**src/rtl/sort_frame_serializer.sv**
```systemverilog
// sort_frame_serializer: buffers one sorted frame per handshake and streams its
// elements out one per beat (index 0 first) with index/last markers. An optional
// checker flags any accepted frame that is not non-increasing in a sticky bit.
module sort_frame_serializer #(
  parameter int DATA_N   = 4,
  parameter int DATA_W   = 4,
  parameter int CHECK_EN = 1,
  localparam int IDX_W   = (DATA_N > 1) ? $clog2(DATA_N) : 1
) (
  input  logic                           clk,
  input  logic                           rst,
  input  logic                           frame_valid,
  output logic                           frame_ready,
  input  logic [DATA_N-1:0][DATA_W-1:0]  frame_data,
  output logic                           out_valid,
  input  logic                           out_ready,
  output logic [DATA_W-1:0]              out_data,
  output logic [IDX_W-1:0]               out_idx,
  output logic                           out_last,
  output logic                           order_err,
  input  logic                           err_clr
);

  localparam logic [IDX_W-1:0] LAST_IDX = IDX_W'(DATA_N - 1);

  typedef enum logic {IDLE, SEND} state_t;

  state_t                          state_q, state_d;
  logic [IDX_W-1:0]                idx_q, idx_d, idx_nxt;
  logic [DATA_N-1:0][DATA_W-1:0]   frame_buf_q, frame_buf_d;
  logic                            out_valid_q, out_valid_d;
  logic [DATA_W-1:0]               out_data_q, out_data_d;
  logic [IDX_W-1:0]                out_idx_q, out_idx_d;
  logic                            out_last_q, out_last_d;
  logic                            order_err_q, order_err_d;
  logic                            accept, beat, viol;

  // Handshakes and next-state for the streaming path; an accept on the final
  // beat reloads element 0 directly so back-to-back frames have no bubble.
  always_comb begin
    frame_ready = !rst && (state_q == IDLE || (out_valid_q && out_ready && out_last_q));
    accept      = frame_valid && frame_ready;
    beat        = out_valid_q && out_ready;
    idx_nxt     = idx_q + 1'b1;

    state_d     = state_q;
    idx_d       = idx_q;
    frame_buf_d = frame_buf_q;
    out_valid_d = out_valid_q;
    out_data_d  = out_data_q;
    out_idx_d   = out_idx_q;
    out_last_d  = out_last_q;

    if (accept) begin
      state_d     = SEND;
      frame_buf_d = frame_data;
      idx_d       = '0;
      out_valid_d = 1'b1;
      out_data_d  = frame_data[0];
      out_idx_d   = '0;
      out_last_d  = (DATA_N == 1);
    end else if (beat) begin
      if (out_last_q) begin
        state_d     = IDLE;
        out_valid_d = 1'b0;
      end else begin
        idx_d       = idx_nxt;
        out_data_d  = frame_buf_q[idx_nxt];
        out_idx_d   = idx_nxt;
        out_last_d  = (idx_nxt == LAST_IDX);
      end
    end
  end

  // Order checker: a new violation wins over a simultaneous clear.
  always_comb begin
    viol = 1'b0;
    if (CHECK_EN != 0) begin
      for (int unsigned i = 0; i + 1 < unsigned'(DATA_N); i++) begin
        if (frame_data[IDX_W'(i + 1)] > frame_data[IDX_W'(i)]) viol = 1'b1;
      end
    end
    order_err_d = order_err_q;
    if (err_clr)         order_err_d = 1'b0;
    if (accept && viol)  order_err_d = 1'b1;
  end

  // State and registered outputs, synchronous reset.
  always_ff @(posedge clk) begin
    if (rst) begin
      state_q     <= IDLE;
      idx_q       <= '0;
      frame_buf_q <= '0;
      out_valid_q <= 1'b0;
      out_data_q  <= '0;
      out_idx_q   <= '0;
      out_last_q  <= 1'b0;
      order_err_q <= 1'b0;
    end else begin
      state_q     <= state_d;
      idx_q       <= idx_d;
      frame_buf_q <= frame_buf_d;
      out_valid_q <= out_valid_d;
      out_data_q  <= out_data_d;
      out_idx_q   <= out_idx_d;
      out_last_q  <= out_last_d;
      order_err_q <= order_err_d;
    end
  end

  assign out_valid = out_valid_q;
  assign out_data  = out_data_q;
  assign out_idx   = out_idx_q;
  assign out_last  = out_last_q;
  assign order_err = order_err_q;

endmodule

```
**config.mk**
```make
export PLATFORM = sky130hd
export DESIGN_NAME = sort_frame_serializer
export DESIGN_NICKNAME = d
export VERILOG_FILES = /design/src/rtl/sort_frame_serializer.sv
export SDC_FILE = /design/constraint.sdc
export NUM_CORES = 1
export LEC_CHECK = 0
export BUFFER_PORTS_ARGS = -buffer_cell sky130_fd_sc_hd__buf_2
export CORE_MARGIN = 2
export CORE_UTILIZATION = 45
export CTS_CLUSTER_DIAMETER = 40
export CTS_CLUSTER_SIZE = 8
export DETAILED_ROUTE_END_ITERATION = 16
export PLACE_DENSITY = 0.68
export SKIP_LAST_GASP = 1
export SYNTH_ARGS = -nofsm -noshare
export SYNTH_HDL_FRONTEND = slang
export SYNTH_SLANG_ARGS = --single-unit
```
**constraint.sdc**
```tcl
create_clock -name clk -period 1.7 [get_ports clk]
set_input_delay 0.17 -clock clk [delete_from_list [all_inputs] [get_ports clk]]
set_output_delay 0.17 -clock clk [all_outputs]
set_load 0.05 [all_outputs]
```
# ---- Word-level counts from Yosys, hierarchy flattened
# Cells that the tools add are included.
dict set report classes {
  n_eq_ne 2
  muxes 14
  bitwise_logic 2
  addsub 1
  reduce_logical 14
  order_cmp 4
}
# operator n
set ops {}
lappend ops {{2-to-1 mux 4 bit} 4}
lappend ops {{> comparator 4 bit} 3}
lappend ops {{2-to-1 mux 1 bit} 9}
lappend ops {{binary-select mux 4 bit (select 2 bit)} 1}
lappend ops {{AND reduction 2 bit} 3}
lappend ops {{nonzero test 2 bit} 3}
lappend ops {{logical AND 1 bit} 5}
lappend ops {{< comparator 2 x 3 -> 1 bit, second input constant} 1}
lappend ops {{adder 2 x 1 -> 2 bit, second input constant} 1}
lappend ops {{== test 2 bit, second input constant} 1}
lappend ops {{inequality test 2 x 1 -> 1 bit, second input constant} 1}
lappend ops {{inverter 1 bit} 2}
lappend ops {{OR reduction 2 bit} 1}
lappend ops {{logical NOT 1 bit} 1}
lappend ops {{logical OR 1 bit} 1}
dict set report word_totals {
  output_inout_bits 10
  regBits 25
  in_bits 21
}

# ---- Longest topological paths before layout
dict set report logic_depth {
  ltp_word 7
  mapped_depth 7
}

# ---- Worst setup path after synthesis
# OpenSTA, ideal clock, no wires.
dict set report synth_timing {
  path_type {reg2reg}
  from {reg out_idx[0] (netlist name)}
  to {reg out_data_q[0] (netlist: out_data[0])}
  setup_time_ps 70
  slack_ps -230
  path_stages_with_launch 8
  t_arrival_ps 1860
  n_path_buf 1
  path_cell_list {dfxtp_1 buf_6 inv_1 ha_1 mux4_1 mux2i_1 or2_2 a21oi_1}
}
# element line
set synth_rtl {}
lappend synth_rtl {{end signal, assigned} 104} ;# out_data_q <= out_data_d;
lappend synth_rtl {{end, declared} 32} ;# logic [DATA_W-1:0] out_data_q, out_data_d;

==> key figures <==
Cells and area
  – Area grow syn2layout: 17.3%
  – Layout cell share with drive strength beyond 1: a little over a quarter
  – Non-Filler Instances: 232
  – Commonest non-fill, non-tap cell in the layout: buf_2
  – Commonest non-fill, non-tap cells in the layout: buf_2 (30), dfxtp_1 (23), nand2_1 (18)
  – Nets@finish: 223
  – # diodes: 0
  – Design Area, Final: 0.00167 mm^2

STA
  – # setup viols final: 0
  – Max Slew Vio Count: 0
  – Fin crit share: 88.5%
  – Final hold vios: 0
  – Fmax: ~660 MHz
  – Relative slew margins: 74.5%
  – Final Critical Period: 1500 ps
  – Worst-Margin Slew: between 300 and 400 ps
  – RSZ-0062 raised after global routing: false
  – Clock Skew: ~13 ps

Die
  – Die X: about 60 um
  – Rows: 20
  – Core Region: just over 0.003 mm^2
  – Starting Density: 46.9%
  – Die H: around 60 um
  – Io pins: 31
  – Die area: roughly 0.0036 mm^2

Logic synthesis
  – Post-synthesis cell type count: 32
  – Post-synth top flop: dfxtp_1
  – Register area share after synthesis: 35.2%
  – EDFF count, synth: 0
  – Syn avg cell area: 9.11 um^2
  – Register bit total from synthesis: 25
  – Post-Syn Area: roughly 0.0014 mm^2
  – Syn. warnings: 0
  – Total nets after synthesis: 190
  – Ys async rst share: 0%
  – Synth Instances: around 160

CTS
  – CTS sink count: 25
  – Reg clk slew, reported paths: between 100 and 150 ps
  – Hold Buf Count CTS: 0
  – Insertion delay to the later sink of the worst-skew pair: about 330 ps
  – CTS tree: yes
  – Inserted Clock Buffers: 3
  – CTS root buf: clkbuf_4
  – Clock Tree Buf Depth: 2
  – H-tree level count: 1

Worst setup path
  – Arrival time worst endpoint: ~1800 ps
  – Setup crit start kind: flop
  – Capture point of the worst path: out_data[0]
  – Critical Path Fanout Max: 6
  – CP Capture Type: flop
  – Worst r2r src: out_idx[0]
  – R2R cell count: 5
  – Worst path required time: between 1500 and 2000 ps
  – Worst setup path startpoint: out_idx[0]
  – Worst r2r dst: out_data[0]
  – Crit Path Class: reg -> reg
  – FF-to-FF setup slack: a little under 200 ps

Pwr
  – Pwr/cell area: between 700 and 800 mW/mm^2
  – Clock power frac: ~22%
  – Switching power: between 0.0003 and 0.0004 W
  – Seq pwr share: between 50% and 60%
  – Leak: 0.766 nW
  – Peak VDD IR: between 0.3 and 0.4 mV
  – Logic pwr share: roughly a quarter
  – P_int: between 0.0008 and 0.0009 W
  – Sw Share: a little under a third

Flow run
  – Max cap viols: 0

GRT
  – Vias in the first global route: roughly 1200
  – Antenna violations before repair: 0
  – Remaining global-route overflow: 0
  – Largest net degree at the start of global routing: 20
  – First-pass GRT wire length: roughly 5.1 mm
  – Gr usage total: between 10% and 20%

Detailed routing
  – Vias per cell: around 5
  – WL final: roughly 3 mm
  – WL/cell: 12.9 um
  – DRC violations left: 0
  – Antenna viol nets, final: 0
  – Routed vias: around 1200
  – Initial DRC Count: 19
  – Router iterations before antenna repair: 4

Worst hold path
  – Worst min path class: in -> reg

Placed design
  – DPL Wire Length: 2.37 mm
  – DP Area: around 0.0016 mm^2
  – Dpl cells: 228
  – Final Wtd Congestion: about 0.84
  – IO buf count: 30

Run status
  – Outcome: completed
-- Yosys cell counts, types with 2 or more instances --
master     instances  area, um^2
a2111oi_0          2        17.5
a21oi_1            5        25.0
and3b_1            3        26.3
buf_2              4        20.0
buf_6              2        22.5
clkbuf_1           3        11.3
dfxtp_1           25         500
ha_1              13         163
inv_1             14        52.6
mux2i_1            4        40.0
mux4_1             4         105
nand2_1           18        67.6
nand2b_1          15        93.8
nand4_1            3        18.8
nor2_1             5        18.8
nor2b_1            2        12.5
o21ai_0           17        85.1
or2_2              3        18.8
-- worst min path at each step --
stage	startpoint	cells after the start	slack (ps)	end
final	frame_data[15]	3	40	frame_buf_q[15]
after floorplan	frame_data[10]	2	280	frame_buf_q[10]
after global routing	frame_data[12]	3	60	frame_buf_q[12]
after global placement	frame_data[12]	3	390	frame_buf_q[12]
after CTS	frame_data[15]	3	50	frame_buf_q[15]
after detailed placement	frame_data[15]	3	390	frame_buf_q[15]
-- final cells by class --
type,instances,area (um^2)
fill,294,1360
multi-input combinational,108,823
sequential,25,505
timing repair buffer,37,203
tap,44,55.1
inverter,14,52.6
clock buffer,3,22.5
clock inverter,1,5.00
-- flip-flops by register name (all words and copies together) (netlist names) --
name	flops
frame_buf_q	16
out_data	4
out_idx	2
order_err	1
out_last	1
out_valid	1
-- cell families after synthesis --
family,count (synthesis),synth area share (%)
AND/OR/NAND/NOR,54,21.1
AO/OA/AOI/OAI,32,13.9
flip-flops,25,35.2
buffers and inverters,23,7.48
adder cells (fa/ha/maj),13,11.4
multiplexers,8,10.2
XOR/XNOR,1,0.616
-- metrics by stage --
stage	worst slack, ps	hold slack, ps	total power, W	setup TNS (ps)	utilization, %
final	196	40.7	0.00122	0	55.0
after global routing	67.4	57.7	0.00129	0	55.0
after CTS	111	45.4	0.00123	0	55.0
after detailed placement	-37.3	392	0.000962	-37.3	54.0
after global placement	-1.15	394	0.000948	-1.15	54.0
after floorplan	21.3	279	0.000864	0	-
-- timing repair --
item | 4_1_cts | 5_1_grt
gates resized for setup | 0 | 1
setup buffers | 0 | 0
endpoints found under the setup margin | 0 | 1
-- per-layer routing --
layer	track usage (%)	vias to the layer above	share of wire (%)
met3	2.81	7	3.9
met5	0	-	0
met2	31.4	30	46
li1	-	603	-
met1	23.1	548	48
met4	9.84	0	2.8
-- worst max-delay path, cell delays in order (launching register included) --
cell	delay [ps]
dfxtp_4	370
buf_4	170
mux4_1	560
mux2i_1	150
or2_2	120
a21oi_1	50
-- power groups by stage --
stage | clock [W] | sequential, W | combinational (W)
2_1_floorplan | 0 | 0.000700 | 0.000164
6_report | 0.000272 | 0.000644 | 0.000303
3_3_place_gp | 0 | 0.000656 | 0.000292
4_1_cts | 0.000275 | 0.000644 | 0.000306
3_5_place_dp | 0 | 0.000657 | 0.000304
5_1_grt | 0.000305 | 0.000649 | 0.000338
(Power assumes the default switching activity.)
